## src/rtl/svi_serial_tx_if.sv

```systemverilog
// Three-signal serial bundle: x = bit strobe, y = serial data, z = last bit of frame.
// P2 is the producing side, P1 the consuming side.
interface svi_serial_tx_if;
  logic x;
  logic y;
  logic z;

  modport P2 (output x, y, z);
  modport P1 (input  x, y, z);
endinterface

```

## src/rtl/svi_serial_tx.sv

```systemverilog
// Parallel-to-serial frame transmitter, MSB first, driving the bundle through p2.
// Optional forced idle gap between frames; back-to-back reload when GAP is zero.
module svi_serial_tx #(
  parameter int unsigned WIDTH = 8,
  parameter int unsigned GAP   = 2
) (
  input  logic             clk,
  input  logic             rst_n,
  input  logic             in_valid,
  output logic             in_ready,
  input  logic [WIDTH-1:0] in_data,
  svi_serial_tx_if.P2      p2,
  output logic             busy,
  output logic [15:0]      frame_cnt
);
  localparam int unsigned RW = (WIDTH > 1) ? $clog2(WIDTH) : 1;

  typedef enum logic [1:0] {S_IDLE, S_SHIFT, S_GAP} state_t;

  state_t           r_state;
  state_t           w_state_nxt;
  logic [WIDTH-1:0] r_shift;
  logic [RW-1:0]    r_rem;
  logic [7:0]       r_gap;
  logic             r_x;
  logic             r_z;
  logic [15:0]      r_cnt;
  logic             w_last;
  logic             w_accept;

  assign w_last   = (r_state == S_SHIFT) && (r_rem == '0);
  assign w_accept = in_valid && in_ready;

  always_ff @(posedge clk) begin
    if (!rst_n) r_state <= S_IDLE;
    else        r_state <= w_state_nxt;
  end

  always_comb begin
    w_state_nxt = r_state;
    case (r_state)
      S_IDLE:  if (w_accept) w_state_nxt = S_SHIFT;
      S_SHIFT: begin
        if (r_rem == '0) begin
          if (GAP > 0)       w_state_nxt = S_GAP;
          else if (w_accept) w_state_nxt = S_SHIFT;
          else               w_state_nxt = S_IDLE;
        end
      end
      S_GAP:   if (r_gap == '0) w_state_nxt = S_IDLE;
      default: w_state_nxt = S_IDLE;
    endcase
  end

  always_comb begin
    in_ready = 1'b0;
    busy     = (r_state != S_IDLE);
    if (rst_n) in_ready = (r_state == S_IDLE) || (w_last && (GAP == 0));
  end

  // y is the shift register MSB; clearing the register at frame end returns y to 0.
  always_ff @(posedge clk) begin
    if (!rst_n) begin
      r_shift <= '0;
      r_rem   <= '0;
      r_gap   <= '0;
      r_x     <= 1'b0;
      r_z     <= 1'b0;
      r_cnt   <= '0;
    end else begin
      if (w_last) r_cnt <= r_cnt + 16'd1;
      if (w_accept) begin
        r_shift <= in_data;
        r_x     <= 1'b1;
        r_rem   <= RW'(WIDTH - 1);
        r_z     <= (WIDTH == 1);
      end else if (r_state == S_SHIFT) begin
        if (r_rem != '0) begin
          r_shift <= r_shift << 1;
          r_rem   <= r_rem - RW'(1);
          r_z     <= (r_rem == RW'(1));
        end else begin
          r_shift <= '0;
          r_x     <= 1'b0;
          r_z     <= 1'b0;
          r_gap   <= (GAP > 0) ? 8'(GAP - 1) : '0;
        end
      end else if ((r_state == S_GAP) && (r_gap != '0)) begin
        r_gap <= r_gap - 8'd1;
      end
    end
  end

  assign p2.x      = r_x;
  assign p2.y      = r_shift[WIDTH-1];
  assign p2.z      = r_z;
  assign frame_cnt = r_cnt;
endmodule

```

## src/flat_wrapper.sv

```systemverilog
// flat-port wrapper written by rule: the top's interface ports become plain ports
module svi_serial_tx_flat 
#(
  parameter int unsigned WIDTH = 8,
  parameter int unsigned GAP   = 2
)
  (clk, rst_n, in_valid, in_ready, in_data, busy, frame_cnt, p2_x, p2_y, p2_z);
  svi_serial_tx_if p2_i ();
  input  logic clk;
  input  logic rst_n;
  input  logic in_valid;
  output logic in_ready;
  input  logic [WIDTH-1:0] in_data;
  output logic busy;
  output logic [15:0] frame_cnt;
  output wire logic [$bits(p2_i.x)-1:0] p2_x;
  output wire logic [$bits(p2_i.y)-1:0] p2_y;
  output wire logic [$bits(p2_i.z)-1:0] p2_z;
  assign p2_x = p2_i.x;
  assign p2_y = p2_i.y;
  assign p2_z = p2_i.z;
  svi_serial_tx #(.WIDTH(WIDTH), .GAP(GAP)) u_core (.clk(clk), .rst_n(rst_n), .in_valid(in_valid), .in_ready(in_ready), .in_data(in_data), .p2(p2_i), .busy(busy), .frame_cnt(frame_cnt));
endmodule
```

## config.mk

```make
export PLATFORM = sky130hd
export DESIGN_NAME = svi_serial_tx_flat
export DESIGN_NICKNAME = d
export VERILOG_FILES = /design/src/rtl/svi_serial_tx_if.sv /design/src/rtl/svi_serial_tx.sv /design/src/flat_wrapper.sv
export SDC_FILE = /design/constraint.sdc
export NUM_CORES = 1
export LEC_CHECK = 0
export BUFFER_PORTS_ARGS = -buffer_cell sky130_fd_sc_hd__buf_2
export CORE_MARGIN = 8
export CORE_UTILIZATION = 60
export CTS_BUF_LIST = sky130_fd_sc_hd__clkbuf_4
export DETAILED_ROUTE_END_ITERATION = 8
export GPL_TIMING_DRIVEN = 0
export PLACE_DENSITY_LB_ADDON = 0.08
export SYNTH_ARGS = -nofsm -noshare
export SYNTH_HDL_FRONTEND = slang
export SYNTH_SLANG_ARGS = --single-unit
```

## constraint.sdc

```tcl
create_clock -name clk -period 4.3 [get_ports clk]
set_input_delay 0.86 -clock clk [delete_from_list [all_inputs] [get_ports clk]]
set_output_delay 0.86 -clock clk [all_outputs]
set_load 0.02 [all_outputs]
```

==> metrics.txt <==
status complete, no violations; setup_tns 0 ns; synth warn 0; period utilisation layout a little over three fifths; Achievable Freq 370 MHz; CP Launch Type input port; Final WS setup 1.60 ns; total power a little over 0.7 mW; clock share of power between 20 and 30%; CTS tree done; Worst Path Required around 3.4 ns; hold crit path type flop to flop; proportion of layout cells with a drive suffix above 1 between 20% and 30%; core box area 2980 sq um; Setup Buffers After CTS 0; routing usage on met2 28.4%; RePlAce Congestion between 0.8 and 0.9; Power per Cell Area 345 nW/um^2; Max-Cap Viols 0; cell family with most CP delay buffers and inverters; largest area contributor in the netlist dfxtp_1; Cell Area, Synth between 1500 and 2000 sq um; worst-skew pair later-pin latency between 0.3 and 0.4 ns; Final Hold Viols 0; largest net degree at the start of global routing 13; Ports 32; P&R area growth vs syn 13.6%; die area 5060 sq um; clock sink count 39; Syn Area/Cell around 9 sq um; Ant. Diodes 0; GR Util met1 a little under a fifth; post_cts resized 0; register area share after synthesis a little over two fifths; DR pass1 iterations 4; Critical Path End Type output pin; H-tree lvl count 2; number of routed nets with antenna violations 0; Reg2Reg Setup Slack 2.35 ns; Pint 0.497 mW; worst vdd ir about 200 uV; number of buffers created by CTS 5; Worst-Margin Slew between 0.6 and 0.7 ns; worst path buffer plus inverter count 4; Root Buffer clkbuf_4; first-pass GRT wire length between 6 and 7 mm; pre-CTS WS around 1.6 ns; Clock Skew about 0.0071 ns; Post-synth EDFFs 0; Initial Utilization about 61%; Post-Synthesis Net Count approximately 210; Slowest-stage cell, CP clkbuf_1; vias roughly 1600; CP max stage delay between 0.3 and 0.4 ns; Post-CTS Hold Buffers 0; Global Route Usage Sum about 17%; Setup violations, final 0; Flop pwr share between 50% and 60%; initial antenna violation count 0; switching pwr between 0.2 and 0.25 mW; # rows 20; ys flop type dfxtp_1; HPWL Detailed 2.97 mm; post-route minimum period around 2.7 ns; CP Max Fanout 10; FFs w/ async S/R, synth 0%; DR vias/cell 5.93; Top Usage Layer GRT met2; Routed WL 4.01 mm; RSZ-0062 raised after global routing no; Filler Cell Count approximately 270; Routed wire per std cell 14.9 um; most frequent cell after synthesis dfxtp_1; die height a little over 70 um; Comb pwr share 19.0%; Worst Path Class, Setup input port to output pin; Clock Tree Buf Depth 2; Crit path arrival time ~1.8 ns; #FFs+latches synth 39; final instance area 2070 sq um; Clk pin slew, worst setup/hold paths between 0.1 and 0.15 ns; nets@finish between 200 and 300; top cell type's share of synthesized area a little over two fifths; Most common cell on crit path buf_2; synth top area cells dfxtp_1 43%, nor2_1 5.3%, xnor2_1 4.8%, ha_1 4.1%, a222oi_1 3.8%; final hold slack approximately 0.5 ns; DR DRC count 0; Pleak approximately 0.85 nW; vias in the first global route around 1600; Placed Area around 2000 sq um; number of buffers added on ports 31; headroom to the max-slew limit a little under three fifths; Critical Path, Cell by Cell buf_2 > clkinv_1 > clkbuf_1 > nor2_1 > buf_2; commonest cells in the netlist 39 x dfxtp_1, 26 x nor2_1, 13 x a21oi_1; chip width around 71 um; sw frac 30.4%; Unique masters post-synth 48; Mapped Cells slightly below 200; met3 Track Usage GR between 4 and 5%; Pins Over Slew Limit 0; drt initial violations 138; grt ovf 0
==> sequential cells by signal (all words and copies together) (netlist names) <==
name / flops
u_core.r_gap: 8
u_core.r_state: 2
u_core.p2.z: 1
u_core.frame_cnt: 16
u_core.p2.x: 1
u_core.r_rem: 3
u_core.r_shift: 8
==> cell families after synthesis <==
logic type,Yosys count,share of synthesized area [%]
and+or+nand+nor,78,25.0
buffers and inverters,16,3.43
AOI/OAI and AO/OA,40,15.8
xor gates and xnor gates,15,7.20
adders and majority gates,6,4.11
muxes,3,1.65
DFF,39,42.8
==> cells in the final DEF (no fill, tap or decap), types with 2 or more instances in the layout <==
cell type | Yosys | final
mux2i_1 | 3 | 3
ha_1 | 6 | 6
o211ai_1 | 3 | 3
buf_2 | 2 | 33
a21oi_1 | 13 | 13
a31oi_1 | 2 | 2
or2_2 | 2 | 2
o21a_1 | 4 | 4
a222oi_1 | 7 | 7
xnor2_1 | 10 | 10
nor2_1 | 26 | 26
nand4_1 | 5 | 5
nand3_1 | 6 | 6
clkbuf_1 | 4 | 4
a31o_2 | 3 | 3
or3_2 | 2 | 2
xor2_1 | 5 | 5
nand2_1 | 9 | 9
clkinv_1 | 1 | 3
dfxtp_1 | 39 | 39
nand2b_1 | 4 | 4
and3_1 | 2 | 2
o41ai_1 | 2 | 2
nor3_1 | 3 | 3
nor4_1 | 3 | 3
clkbuf_4 | 0 | 5
inv_1 | 9 | 9
==> layout make-up <==
type | count | area [sq um] | share of cell area (%)
multi-input cells | 142 | 982 | 47.3
flip-flops and latches | 39 | 781 | 37.6
repair buffers | 31 | 155 | 7.48
well taps | 33 | 41.3 | 1.99
clock buffers | 5 | 37.5 | 1.81
inverters | 10 | 37.5 | 1.81
plain buffers | 6 | 25.0 | 1.21
clock inverters | 3 | 15.0 | 0.724
==> stage by stage <==
step / utilization, % / instances
after floorplan: - / 197
after global placement: 67.9 / 261
after detailed placement: 67.9 / 261
after CTS: 69.7 / 269
after global routing: 69.7 / 269
final: 69.7 / 269
==> final timing paths <==
kind	from	to	cells after the start
setup / recovery	rst_n	in_ready	5
hold / removal	u_core.frame_cnt[15]$_SDFFE_PN0P_	u_core.frame_cnt[15]$_SDFFE_PN0P_	2
setup reg to reg	u_core.r_rem[0]$_SDFFE_PN0P_	u_core.frame_cnt[13]$_SDFFE_PN0P_	6
hold reg to reg	u_core.frame_cnt[15]$_SDFFE_PN0P_	u_core.frame_cnt[15]$_SDFFE_PN0P_	2
==> metal layers <==
layer / routed length [um] / vias to the layer above
met1: 1850 / 753
met2: 1910 / 41
met3: 153 / 8
met4: 92 / 0
met5: 0 / -
li1: - / 792
==> tightest hold or removal path: cells and delay by family (launching register included) <==
family	cells	cell delay, ns
flops	1	0.34
mux	1	0.06
simple gates	1	0.06
==> power by group through the flow <==
stage	clock, mW	combinational [mW]	sequential, mW
after floorplan	0	0.100	0.404
after global placement	0	0.130	0.403
after detailed placement	0	0.134	0.404
after CTS	0.186	0.135	0.396
after global routing	0.197	0.149	0.400
final	0.183	0.136	0.397
No activity file was read; power rests on OpenSTA's default activity.
